**config.mk**
```make
export PLATFORM = sky130hd
export DESIGN_NAME = alu_rr_arbiter_flat
export DESIGN_NICKNAME = d
export VERILOG_FILES = /design/src/rtl/alu_pkg.sv /design/src/rtl/alu_rr_arbiter_if.sv /design/src/rtl/alu.sv /design/src/rtl/rr_arb2.sv /design/src/rtl/alu_rr_arbiter.sv /design/src/flat_wrapper.sv
export SDC_FILE = /design/constraint.sdc
export NUM_CORES = 1
export LEC_CHECK = 0
export CAP_MARGIN = 15
export CORE_UTILIZATION = 44
export CTS_BUF_LIST = sky130_fd_sc_hd__clkbuf_4
export DETAILED_ROUTE_END_ITERATION = 8
export PLACE_DENSITY = 0.73
export SKIP_CTS_REPAIR_TIMING = 1
export SLEW_MARGIN = 10
export SYNTH_ARGS = -nofsm -noshare
export SYNTH_HDL_FRONTEND = slang
export SYNTH_HIERARCHICAL = 1
export SYNTH_SLANG_ARGS = --single-unit
```
**constraint.sdc**
```tcl
create_clock -name clk -period 7.6 [get_ports clk]
set_input_delay 1.9 -clock clk [delete_from_list [all_inputs] [get_ports clk]]
set_output_delay 1.9 -clock clk [all_outputs]
set_load 0.01 [all_outputs]
```
**src/rtl/alu_pkg.sv**
```systemverilog
// Shared ALU opcode encoding and requester count for the ALU arbiter slice.
package alu_pkg;

  localparam int NREQ = 2;

  localparam logic [3:0] ALU_ADD   = 4'b0000;
  localparam logic [3:0] ALU_SUB   = 4'b0001;
  localparam logic [3:0] ALU_OR    = 4'b0010;
  localparam logic [3:0] ALU_XOR   = 4'b0011;
  localparam logic [3:0] ALU_AND   = 4'b0100;
  localparam logic [3:0] ALU_SRL   = 4'b0101;
  localparam logic [3:0] ALU_SRA   = 4'b0110;
  localparam logic [3:0] ALU_SLL   = 4'b0111;
  localparam logic [3:0] ALU_SLTU  = 4'b1000;
  localparam logic [3:0] ALU_SLT   = 4'b1001;
  localparam logic [3:0] ALU_LUI   = 4'b1010;
  localparam logic [3:0] ALU_SL12  = 4'b1011;
  localparam logic [3:0] ALU_AUIPC = 4'b1100;
  localparam logic [3:0] ALU_NOP   = 4'b1111;

endpackage

```
**src/rtl/alu_rr_arbiter_if.sv**
```systemverilog
// Request/response bundle between the two requesters and the shared-ALU arbiter.
interface alu_rr_arbiter_if #(parameter int N = 32);

  logic [alu_pkg::NREQ-1:0]         req_valid_i;
  logic [alu_pkg::NREQ-1:0]         req_ready_o;
  logic [alu_pkg::NREQ-1:0][3:0]    req_ctrl_i;
  logic [alu_pkg::NREQ-1:0][N-1:0]  req_a_i;
  logic [alu_pkg::NREQ-1:0][N-1:0]  req_b_i;
  logic [alu_pkg::NREQ-1:0]         req_cin_i;
  logic [alu_pkg::NREQ-1:0]         rsp_valid_o;
  logic [alu_pkg::NREQ-1:0]         rsp_ready_i;
  logic [alu_pkg::NREQ-1:0][N-1:0]  rsp_res_o;
  logic [alu_pkg::NREQ-1:0]         rsp_cout_o;
  logic [alu_pkg::NREQ-1:0]         rsp_cmp_o;

  modport slave (
    input  req_valid_i, req_ctrl_i, req_a_i, req_b_i, req_cin_i, rsp_ready_i,
    output req_ready_o, rsp_valid_o, rsp_res_o, rsp_cout_o, rsp_cmp_o
  );

  modport master (
    output req_valid_i, req_ctrl_i, req_a_i, req_b_i, req_cin_i, rsp_ready_i,
    input  req_ready_o, rsp_valid_o, rsp_res_o, rsp_cout_o, rsp_cmp_o
  );

endinterface

```
**src/rtl/alu.sv**
```systemverilog
// Combinational N-bit ALU; undefined opcodes yield all-zero results.
module alu
  import alu_pkg::*;
#(
  parameter int N = 32
) (
  input  logic [N-1:0] i_a,
  input  logic [N-1:0] i_b,
  input  logic         i_cin,
  input  logic [3:0]   i_ctrl,
  output logic [N-1:0] o_res,
  output logic         o_cout,
  output logic         o_cmp
);

  localparam int SHW = $clog2(N);

  logic [N:0]     w_sum;
  logic [SHW-1:0] w_sh;

  assign w_sum = {1'b0, i_a} + {1'b0, i_b} + {{N{1'b0}}, i_cin};
  assign w_sh  = i_b[SHW-1:0];

  // Opcode decode
  always_comb begin
    o_res  = '0;
    o_cout = 1'b0;
    o_cmp  = 1'b0;
    case (i_ctrl)
      ALU_ADD:   begin o_res = w_sum[N-1:0]; o_cout = w_sum[N]; end
      ALU_SUB:   o_res = i_a - i_b;
      ALU_OR:    o_res = i_a | i_b;
      ALU_XOR:   o_res = i_a ^ i_b;
      ALU_AND:   o_res = i_a & i_b;
      ALU_SRL:   o_res = i_a >> w_sh;
      ALU_SRA:   o_res = N'($signed(i_a) >>> w_sh);
      ALU_SLL:   o_res = i_a << w_sh;
      ALU_SLTU:  o_cmp = (i_a < i_b);
      ALU_SLT:   o_cmp = ($signed(i_a) < $signed(i_b));
      ALU_SL12:  o_res = {i_b[N-13:0], 12'h000};
      ALU_AUIPC: o_res = i_a + {i_b[N-13:0], 12'h000};
      default:   o_res = '0;
    endcase
  end

endmodule

```
**src/rtl/rr_arb2.sv**
```systemverilog
// Two-way round-robin grant: on contention the requester other than i_last wins.
module rr_arb2 (
  input  logic [1:0] i_elig,
  input  logic       i_last,
  output logic [1:0] o_gnt
);

  // One-hot grant selection
  always_comb begin
    o_gnt = 2'b00;
    case (i_elig)
      2'b01:   o_gnt = 2'b01;
      2'b10:   o_gnt = 2'b10;
      2'b11:   o_gnt = i_last ? 2'b01 : 2'b10;
      default: o_gnt = 2'b00;
    endcase
  end

endmodule

```
**src/rtl/alu_rr_arbiter.sv**
```systemverilog
// Shares one ALU between two requesters with round-robin arbitration and one
// registered response slot per requester (fixed one-cycle latency).
module alu_rr_arbiter
  import alu_pkg::*;
#(
  parameter int N = 32
) (
  input  logic              clk,
  input  logic              rst,
  alu_rr_arbiter_if.slave   bus
);

  logic [NREQ-1:0]         w_elig;
  logic [NREQ-1:0]         w_gnt;
  logic                    r_last;
  logic [N-1:0]            w_alu_a;
  logic [N-1:0]            w_alu_b;
  logic                    w_alu_cin;
  logic [3:0]              w_alu_ctrl;
  logic [N-1:0]            w_alu_res;
  logic                    w_alu_cout;
  logic                    w_alu_cmp;
  logic [NREQ-1:0]         r_rsp_valid;
  logic [NREQ-1:0][N-1:0]  r_rsp_res;
  logic [NREQ-1:0]         r_rsp_cout;
  logic [NREQ-1:0]         r_rsp_cmp;

  // A slot being drained this cycle can accept a new result on the same edge
  assign w_elig = bus.req_valid_i & (~r_rsp_valid | bus.rsp_ready_i);

  rr_arb2 u_arb (
    .i_elig (w_elig),
    .i_last (r_last),
    .o_gnt  (w_gnt)
  );

  assign bus.req_ready_o = w_gnt;

  // ALU operand mux; idle cycles present requester 0 operands with a no-op
  always_comb begin
    w_alu_a    = bus.req_a_i[0];
    w_alu_b    = bus.req_b_i[0];
    w_alu_cin  = bus.req_cin_i[0];
    w_alu_ctrl = ALU_NOP;
    if (w_gnt[1]) begin
      w_alu_a    = bus.req_a_i[1];
      w_alu_b    = bus.req_b_i[1];
      w_alu_cin  = bus.req_cin_i[1];
      w_alu_ctrl = bus.req_ctrl_i[1];
    end else if (w_gnt[0]) begin
      w_alu_ctrl = bus.req_ctrl_i[0];
    end else begin
      w_alu_ctrl = ALU_NOP;
    end
  end

  alu #(.N(N)) u_alu (
    .i_a    (w_alu_a),
    .i_b    (w_alu_b),
    .i_cin  (w_alu_cin),
    .i_ctrl (w_alu_ctrl),
    .o_res  (w_alu_res),
    .o_cout (w_alu_cout),
    .o_cmp  (w_alu_cmp)
  );

  // Round-robin pointer, moves only on an actual grant
  always_ff @(posedge clk) begin
    if (rst) begin
      r_last <= 1'b1;
    end else if (|w_gnt) begin
      r_last <= w_gnt[1];
    end else begin
      r_last <= r_last;
    end
  end

  // Response slots: load on grant, else clear valid when consumed, else hold
  always_ff @(posedge clk) begin
    if (rst) begin
      r_rsp_valid <= '0;
      r_rsp_res   <= '0;
      r_rsp_cout  <= '0;
      r_rsp_cmp   <= '0;
    end else begin
      for (int i = 0; i < NREQ; i++) begin
        if (w_gnt[i]) begin
          r_rsp_valid[i] <= 1'b1;
          r_rsp_res[i]   <= w_alu_res;
          r_rsp_cout[i]  <= w_alu_cout;
          r_rsp_cmp[i]   <= w_alu_cmp;
        end else if (bus.rsp_ready_i[i]) begin
          r_rsp_valid[i] <= 1'b0;
        end else begin
          r_rsp_valid[i] <= r_rsp_valid[i];
        end
      end
    end
  end

  assign bus.rsp_valid_o = r_rsp_valid;
  assign bus.rsp_res_o   = r_rsp_res;
  assign bus.rsp_cout_o  = r_rsp_cout;
  assign bus.rsp_cmp_o   = r_rsp_cmp;

endmodule

```
**src/flat_wrapper.sv**
```systemverilog
// flat-port wrapper written by rule: the top's interface ports become plain ports
module alu_rr_arbiter_flat import alu_pkg::*;
#(
  parameter int N = 32
)
  (clk, rst, bus_req_valid_i, bus_req_ctrl_i, bus_req_a_i, bus_req_b_i, bus_req_cin_i, bus_rsp_ready_i, bus_req_ready_o, bus_rsp_valid_o, bus_rsp_res_o, bus_rsp_cout_o, bus_rsp_cmp_o);
  alu_rr_arbiter_if #(.N(N)) bus_i ();
  input  logic clk;
  input  logic rst;
  input wire logic [$bits(bus_i.req_valid_i)-1:0] bus_req_valid_i;
  input wire logic [$bits(bus_i.req_ctrl_i)-1:0] bus_req_ctrl_i;
  input wire logic [$bits(bus_i.req_a_i)-1:0] bus_req_a_i;
  input wire logic [$bits(bus_i.req_b_i)-1:0] bus_req_b_i;
  input wire logic [$bits(bus_i.req_cin_i)-1:0] bus_req_cin_i;
  input wire logic [$bits(bus_i.rsp_ready_i)-1:0] bus_rsp_ready_i;
  output wire logic [$bits(bus_i.req_ready_o)-1:0] bus_req_ready_o;
  output wire logic [$bits(bus_i.rsp_valid_o)-1:0] bus_rsp_valid_o;
  output wire logic [$bits(bus_i.rsp_res_o)-1:0] bus_rsp_res_o;
  output wire logic [$bits(bus_i.rsp_cout_o)-1:0] bus_rsp_cout_o;
  output wire logic [$bits(bus_i.rsp_cmp_o)-1:0] bus_rsp_cmp_o;
  assign bus_i.req_valid_i = bus_req_valid_i;
  assign bus_i.req_ctrl_i = bus_req_ctrl_i;
  assign bus_i.req_a_i = bus_req_a_i;
  assign bus_i.req_b_i = bus_req_b_i;
  assign bus_i.req_cin_i = bus_req_cin_i;
  assign bus_i.rsp_ready_i = bus_rsp_ready_i;
  assign bus_req_ready_o = bus_i.req_ready_o;
  assign bus_rsp_valid_o = bus_i.rsp_valid_o;
  assign bus_rsp_res_o = bus_i.rsp_res_o;
  assign bus_rsp_cout_o = bus_i.rsp_cout_o;
  assign bus_rsp_cmp_o = bus_i.rsp_cmp_o;
  alu_rr_arbiter #(.N(N)) u_core (.clk(clk), .rst(rst), .bus(bus_i));
endmodule
```
After elaboration in Yosys (flattened, before gate mapping)
Cells that the tools add are included.
{ "op_classes": {"n_lt_le_gt_ge": 2, "shifts": 3, "n_addsub": 4, "eq_ne": 14, "mux": 14, "reduce_logical": 4, "n_bitwise": 6} }
{ "op_table": {"columns": ["operator", "count"], "rows": [
  ["32-bit one-hot mux with 10 select lines", 1],
  ["32-bit < comparator", 2],
  ["32-bit two-way mux", 2],
  ["32-bit by 32-bit adder with 33-bit output", 1],
  ["33-bit by 1-bit adder with 33-bit output", 1],
  ["32-bit adder", 1],
  ["32-bit bitwise AND", 1],
  ["32-bit OR", 1],
  ["32-bit by 5-bit << shifter with 32-bit output", 1],
  ["32-bit by 5-bit right shift with 32-bit output", 1],
  ["32-bit by 5-bit >>> shifter with 32-bit output", 1],
  ["32-bit subtractor", 1],
  ["32-bit bitwise XOR", 1],
  ["4-bit by 3-bit == test with 1-bit output, second input constant", 4],
  ["4-bit == test, second input constant", 4],
  ["4-bit by 2-bit == test with 1-bit output, second input constant", 2],
  ["4-bit two-way mux", 2],
  ["1-bit two-way mux", 6],
  ["2-bit one-hot mux with 3 select lines", 1],
  ["2-bit == test, second input constant", 2],
  ["4-bit by 1-bit == test with 1-bit output, second input constant", 1],
  ["4-bit zero test", 1],
  ["2-bit nonzero test", 2],
  ["2-bit bitwise AND", 1],
  ["other kinds (6)", 6]
]} }
{ "totals": {"input_bits": 144, "reg_bits": 71, "output_inout_bits": 72, "wordCells": 56} }

Logic depth before layout (Yosys ltp)
{ "depth": {"word_depth": 9, "ltp_mapped": 21, "mapped_depth_nobuf": 18} }

Cells and area by module
Netlist, hierarchy kept.
{ "by_module_without_submodules": {"columns": ["mod", "seq_area_each_um2", "cells_each", "area_per_inst_um2", "n_inst"], "rows": [
  ["alu", 0.0, 1439, 9755.6, 1],
  ["alu_rr_arbiter", 1421.4, 309, 3350.7, 1],
  ["rr_arb2", 0.0, 3, 18.8, 1]
]} }

Least setup slack after synthesis
OpenSTA, ideal clock, no wires.
{ "synth_path": {"path_type": "input to register", "start": "in bus_rsp_ready_i[0]", "end": "reg u_core.r_rsp_res (netlist bit u_core/bus.rsp_res_o[28])", "arrival_time_ps": 6706, "path_buffers": 4, "setup_ps": 128, "path_slack_ps": 766, "t_required_ps": 7472, "cell_stages": 21, "cell_sequence": "nand2b_1 and2_1 a21boi_0 buf_2 mux2_2 clkinv_1 clkbuf_1 clkbuf_1 ha_1 buf_6 a211oi_2 nor2_1 o31a_1 a311o_1 o31ai_4 nor2_2 o41a_1 mux2_4 nand4_1 mux2i_1 nor2_1"} }
{ "synth_between": {"elab_chain_len": 8, "elab_cells_between_ends": 32, "cone_classes": "4 x add/sub; 12 x eq/ne; 3 x shift; 7 x mux; 5 x bitwise; 1 x reduce/logical"} }
{ "synth_lines": {"columns": ["item", "line_no", "rtl"], "rows": [
  ["from (decl)", "flat_wrapper.sv:15", "input wire logic [$bits(bus_i.rsp_ready_i)-1:0] bus_rsp_ready_i;"],
  ["2-bit OR *", "alu_rr_arbiter.sv:29", "assign w_elig = bus.req_valid_i & (~r_rsp_valid | bus.rsp_ready_i);"],
  ["2-bit bitwise AND *", "alu_rr_arbiter.sv:29", null],
  ["named net u_core.w_elig[0]", "alu_rr_arbiter.sv:13", "logic [NREQ-1:0] w_elig;"],
  ["2-bit == test / 2-bit by 1-bit == test with 1-bit output (equally long branches)", "rr_arb2.sv:11", "case (i_elig)"],
  ["2-bit one-hot mux with 3 select lines *", "rr_arb2.sv:11", null],
  ["named net bus_req_ready_o[1]", "flat_wrapper.sv:16", "output wire logic [$bits(bus_i.req_ready_o)-1:0] bus_req_ready_o;"],
  ["32-bit two-way mux *", "alu_rr_arbiter.sv:45", "if (w_gnt[1]) begin"],
  ["named net u_core.w_alu_b[2]", "alu_rr_arbiter.sv:17", "logic [N-1:0] w_alu_b;"],
  ["32-bit by 32-bit adder with 33-bit output", "alu.sv:21", "assign w_sum = {1'b0, i_a} + {1'b0, i_b} + {{N{1'b0}}, i_cin};"],
  ["33-bit by 1-bit adder with 33-bit output", "alu.sv:21", null],
  ["32-bit one-hot mux with 10 select lines *", "alu.sv:29", "case (i_ctrl)"],
  ["named net u_core.w_alu_res[28]", "alu_rr_arbiter.sv:20", "logic [N-1:0] w_alu_res;"],
  ["to (signal, indexed assignment)", "alu_rr_arbiter.sv:89", "r_rsp_res[i] <= w_alu_res;"],
  ["to (decl)", "alu_rr_arbiter.sv:24", "logic [NREQ-1:0][N-1:0] r_rsp_res;"]
]} }
Mark *: on every way through the listed nets, which the timed path passes. The rest lies on a longest branch.
A chain may end at the register's enable or synchronous reset.

Worst setup path in the final report
{ "layout_path": {"start": "in bus_rsp_ready_i[1]", "end": "reg u_core.r_rsp_cmp[0], in the netlist u_core/bus.rsp_cmp_o[0]"} }
{ "layout_between": {"elab_cells_between_ends": 15, "cone_classes": "2 x order compare; 5 x eq/ne; 6 x mux; 2 x bitwise"} }
{ "layout_rtl": {"columns": ["item", "line_no", "rtl"], "rows": [
  ["2-bit OR *", "alu_rr_arbiter.sv:29", null],
  ["2-bit bitwise AND *", "alu_rr_arbiter.sv:29", null],
  ["named net u_core.w_elig[1]", "alu_rr_arbiter.sv:13", null],
  ["2-bit == test / 2-bit by 1-bit == test with 1-bit output (equally long branches)", "rr_arb2.sv:11", null],
  ["2-bit one-hot mux with 3 select lines *", "rr_arb2.sv:11", null],
  ["32-bit two-way mux *", "alu_rr_arbiter.sv:45", null],
  ["named net u_core.w_alu_a[4]", "alu_rr_arbiter.sv:16", "logic [N-1:0] w_alu_a;"],
  ["32-bit < comparator, on equally long branches", "alu.sv:39, alu.sv:38", null],
  ["1-bit one-hot mux with 2 select lines *", "alu.sv:29", null],
  ["named net u_core.w_alu_cmp", "alu_rr_arbiter.sv:22", "logic w_alu_cmp;"],
  ["to (signal, indexed assignment)", "alu_rr_arbiter.sv:91", "r_rsp_cmp[i] <= w_alu_cmp;"],
  ["to (decl)", "alu_rr_arbiter.sv:26", "logic [NREQ-1:0] r_rsp_cmp;"]
]} }
Marked as above.

==> implementation parameters <==
Parameter                              Value

Layout
  Number of inserted diodes    0
  Number of nets in the finished design    2215
  Final standard cell utilization of the core    0.559
  Share of layout cells above drive strength 1    0.129
  Storage cell area    1420 µm²
  # fillers    2867
  Multi-input gate area in the final layout    10800 µm²
  Layout overhead on the synthesized area    23.5%

Logic synthesis
  Number of standard cells after synthesis    1751
  Number of synthesized flops with an enable pin    0
  Synth Area in Compound Gates    0.290
  Fraction of registers with async set or reset after synthesis    0
  Most used standard cell by instance count after synthesis    sky130_fd_sc_hd__nor2_1
  Mapped cell area    13100 µm²
  Largest family of logic cells by synthesized area    compound AO/OA/AOI/OAI gates
  Yosys warning total    6
  Area contributors post-synth    sky130_fd_sc_hd__ha_1 11%, sky130_fd_sc_hd__dfxtp_1 11%, sky130_fd_sc_hd__mux2i_1 9.8%
  Share of the synthesized area in the top cell type    0.112
  Library cell with the largest summed area after synthesis    sky130_fd_sc_hd__ha_1
  Part of the Yosys area used for sequential elements    0.108
  Xor/xnor share of the synthesized area    0.0147
  Synthesized-area fraction occupied by adder cells    0.119
  Count of state elements after synthesis    71
  Most frequent cells after synthesis    228 x sky130_fd_sc_hd__nor2_1, 141 x sky130_fd_sc_hd__a21oi_1, 129 x sky130_fd_sc_hd__mux2i_1
  Most instantiated flip-flop cell in the synthesis netlist    sky130_fd_sc_hd__dfxtp_1
  Post-Synth Simple-Gate Area    0.172
  Yosys cell types    86
  Share of cell area taken by muxes after synthesis    0.222
  Post-synthesis net count    2017
  Post-Syn Area per Cell    7.50 µm²

Clock network
  CTS Buf Count    9
  Clock insertion delay at the later pin of the skew report    410 ps
  Sinks on Clock Net    71
  Worst-path clk slew    100 ps
  Root Driver    sky130_fd_sc_hd__clkbuf_4
  TritonCTS clock tree    done
  Number of levels the H-tree was split into    3
  Maximum number of buffers from clock root to sink    2

Power and ir drop
  Leakage    6.73 nW
  Net load switching power    1.24 mW
  Internal power contribution    1.28 mW
  Switch share    0.492
  Combinational share of power    0.724
  Sequential Power Share    0.170
  Relative contribution of the clock network to total power    0.105
  Largest vdd supply drop    0.000138 V
  Ratio of total power to cell area    155 nW/µm²

Setup path
  Worst Reg2Reg Path Length in Cells    18
  Origin of the critical flop-to-flop path    u_core/bus.rsp_valid_o[1]
  Worst reg2reg setup slack    2010 ps
  Kind of critical path    input port to register
  CP startpoint kind    input port
  Worst EP required    7940 ps
  Critical path peak fanout    28
  Kind of end point of the critical path    register
  Crit path DAT    7580 ps
  RR Endpoint    u_core/bus.rsp_cmp_o[0]

Routing
  Pre-antenna DRT Iters    6
  Drt wl/cell    25.3 µm
  Final routed DRC violation total    0
  Number of nets with antenna violations after routing    0
  Number of violations reported at the end of detailed-routing iteration 0    1836
  Avg Vias per Cell    6.47
  Total length of routed wires    59200 µm
  Total number of vias    15100

Global route
  Number of antenna violations at the first check in global routing    1
  Overall overflow remaining after global route    0
  Largest net degree at the start of global routing    77
  Overall global routing resource usage    0.379
  Via count of the first global-routing pass    14300
  First-pass GRT wire length    88800 µm

STA
  Unrepaired setup endpoints after global routing    false
  Hold slack final    502 ps
  Slew HR    0.305
  Maximum clock rate    138 MHz
  Final Hold Vio Count    0
  Transition at the pin with the smallest max-transition slack    1030 ps
  Final Setup Violations    0
  Part of the cycle the worst path needs    0.952
  Aggregate negative setup slack    0 ps
  Max-slew violation total from the final report    0
  Post-layout minimum cycle time    7240 ps
  Worst Clk Skew    7.99 ps

Place
  Quantity of I/O buffers inserted on ports    215
  Post-detail-place hpwl    47500 µm
  Routability congestion estimate    1.05

Status
  Outcome    completed

Die
  Horizontal die dimension    175 µm
  Chip height    175 µm
  Starting Density    0.452
  Count of pins on the block boundary    216
  Placement Rows    62
  Area of the core    29000 µm²
  Die Outline Area    30500 µm²

Job
  Maximum Capacitance Violations    0

Worst hold path
  Number of cells traversed by the worst hold path    2
  Worst hold-check path type    register to register
  Worst min-delay path startpoint    u_core/bus.rsp_valid_o[0]
  Min-Delay Endpoint    u_core/bus.rsp_valid_o[0]
worst max-delay path by stage:
stage | startpoint | endpoint | slack [ps] | cells past startpoint
floorplan | bus_rsp_ready_i[0] | u_core/bus.rsp_res_o[28] | 770 | 21
global placement | bus_rsp_ready_i[1] | u_core/bus.rsp_res_o[54] | 230 | 17
detailed placement | bus_rsp_ready_i[1] | u_core/bus.rsp_cmp_o[0] | 110 | 19
CTS | bus_rsp_ready_i[1] | u_core/bus.rsp_cmp_o[0] | 520 | 19
global route | bus_rsp_ready_i[1] | u_core/bus.rsp_res_o[29] | 170 | 19
finish | bus_rsp_ready_i[1] | u_core/bus.rsp_cmp_o[0] | 360 | 19
per-stage QoR:
step,instances,setup slack [ps],power [mW],area (µm²)
final,2337,362,2.51,16200
after global routing,2337,166,2.65,16200
after CTS,2337,522,2.47,16200
after detailed placement,2322,111,2.20,16100
after global placement,2322,234,2.19,16100
after floorplan,1751,766,1.56,13100
registers in the layout (all words and copies together), names as in the netlist:
name	cells
u_core/bus.rsp_res_o	64
u_core/bus.rsp_cmp_o	2
u_core/bus.rsp_cout_o	2
u_core/bus.rsp_valid_o	2
u_core/r_last	1
per-layer routing:
metal,wire length (µm),track usage
met1,24200,0.496
met2,26400,0.606
met3,5170,0.0642
met4,3410,0.176
met5,13,0
power groups by stage:
| stage | logic, mW | registers [mW] | clock network (mW) |
|---|---|---|---|
| 2_1_floorplan | 1.11 | 0.449 | 0 |
| 4_1_cts | 1.77 | 0.428 | 0.272 |
| 3_3_place_gp | 1.75 | 0.434 | 0 |
| 6_report | 1.82 | 0.428 | 0.264 |
| 3_5_place_dp | 1.76 | 0.436 | 0 |
| 5_1_grt | 1.93 | 0.432 | 0.285 |
critical path, cell delays in order:
cell and delay [ps]:
sky130_fd_sc_hd__clkdlybuf4s50_1 440, sky130_fd_sc_hd__nand2b_1 130, sky130_fd_sc_hd__and2_1 210, sky130_fd_sc_hd__a21boi_4 490, sky130_fd_sc_hd__buf_4 430, sky130_fd_sc_hd__mux2_2 460, sky130_fd_sc_hd__inv_1 160, sky130_fd_sc_hd__ha_1 340
sky130_fd_sc_hd__inv_2 120, sky130_fd_sc_hd__a2111oi_4 410, sky130_fd_sc_hd__a2111oi_2 170, sky130_fd_sc_hd__o41ai_2 580, sky130_fd_sc_hd__a31oi_1 260, sky130_fd_sc_hd__a211oi_2 350, sky130_fd_sc_hd__o22ai_1 160, sky130_fd_sc_hd__o21ai_0 190
sky130_fd_sc_hd__nor4bb_1 480, sky130_fd_sc_hd__mux2i_1 140, sky130_fd_sc_hd__nor2_1 100
cell families (layout without fill, tap and decap cells):
| group | count (synthesis) | count (layout) |
|---|---|---|
| simple gates | 501 | 501 |
| flops | 71 | 71 |
| compound gates | 564 | 564 |
| buf+inv | 230 | 432 |
| fa+ha+maj | 122 | 122 |
| mux | 241 | 241 |
| xor+xnor | 22 | 22 |
final cells by class:
cell class	instances	area share
Clock buffer	11	0.00509
Clock inverter	4	0.00440
Inverter	103	0.0239
Multi-Input combinational cell	1450	0.666
Sequential cell	71	0.0877
Tap cell	384	0.0296
Timing Repair Buffer	314	0.184
cells in the final DEF (no fill, tap or decap), drive strengths merged, types with 12 or more instances in the layout:
cell / count
buf: 100
mux2: 80
o21ai: 113
clkdlybuf4s50: 214
nand2b: 16
mux4: 32
nor2: 229
a21o: 21
nand2: 115
o21bai: 22
a211oi: 29
o211ai: 27
mux2i: 129
o221ai: 17
ha: 118
nand4: 14
nor3: 28
dfxtp: 71
inv: 101
xnor2: 13
a221o: 13
a21oi: 141
nor2b: 12
a221oi: 19
a31oi: 20
a22oi: 20
nand3: 27
o22ai: 21
(Power assumes the default switching activity.)
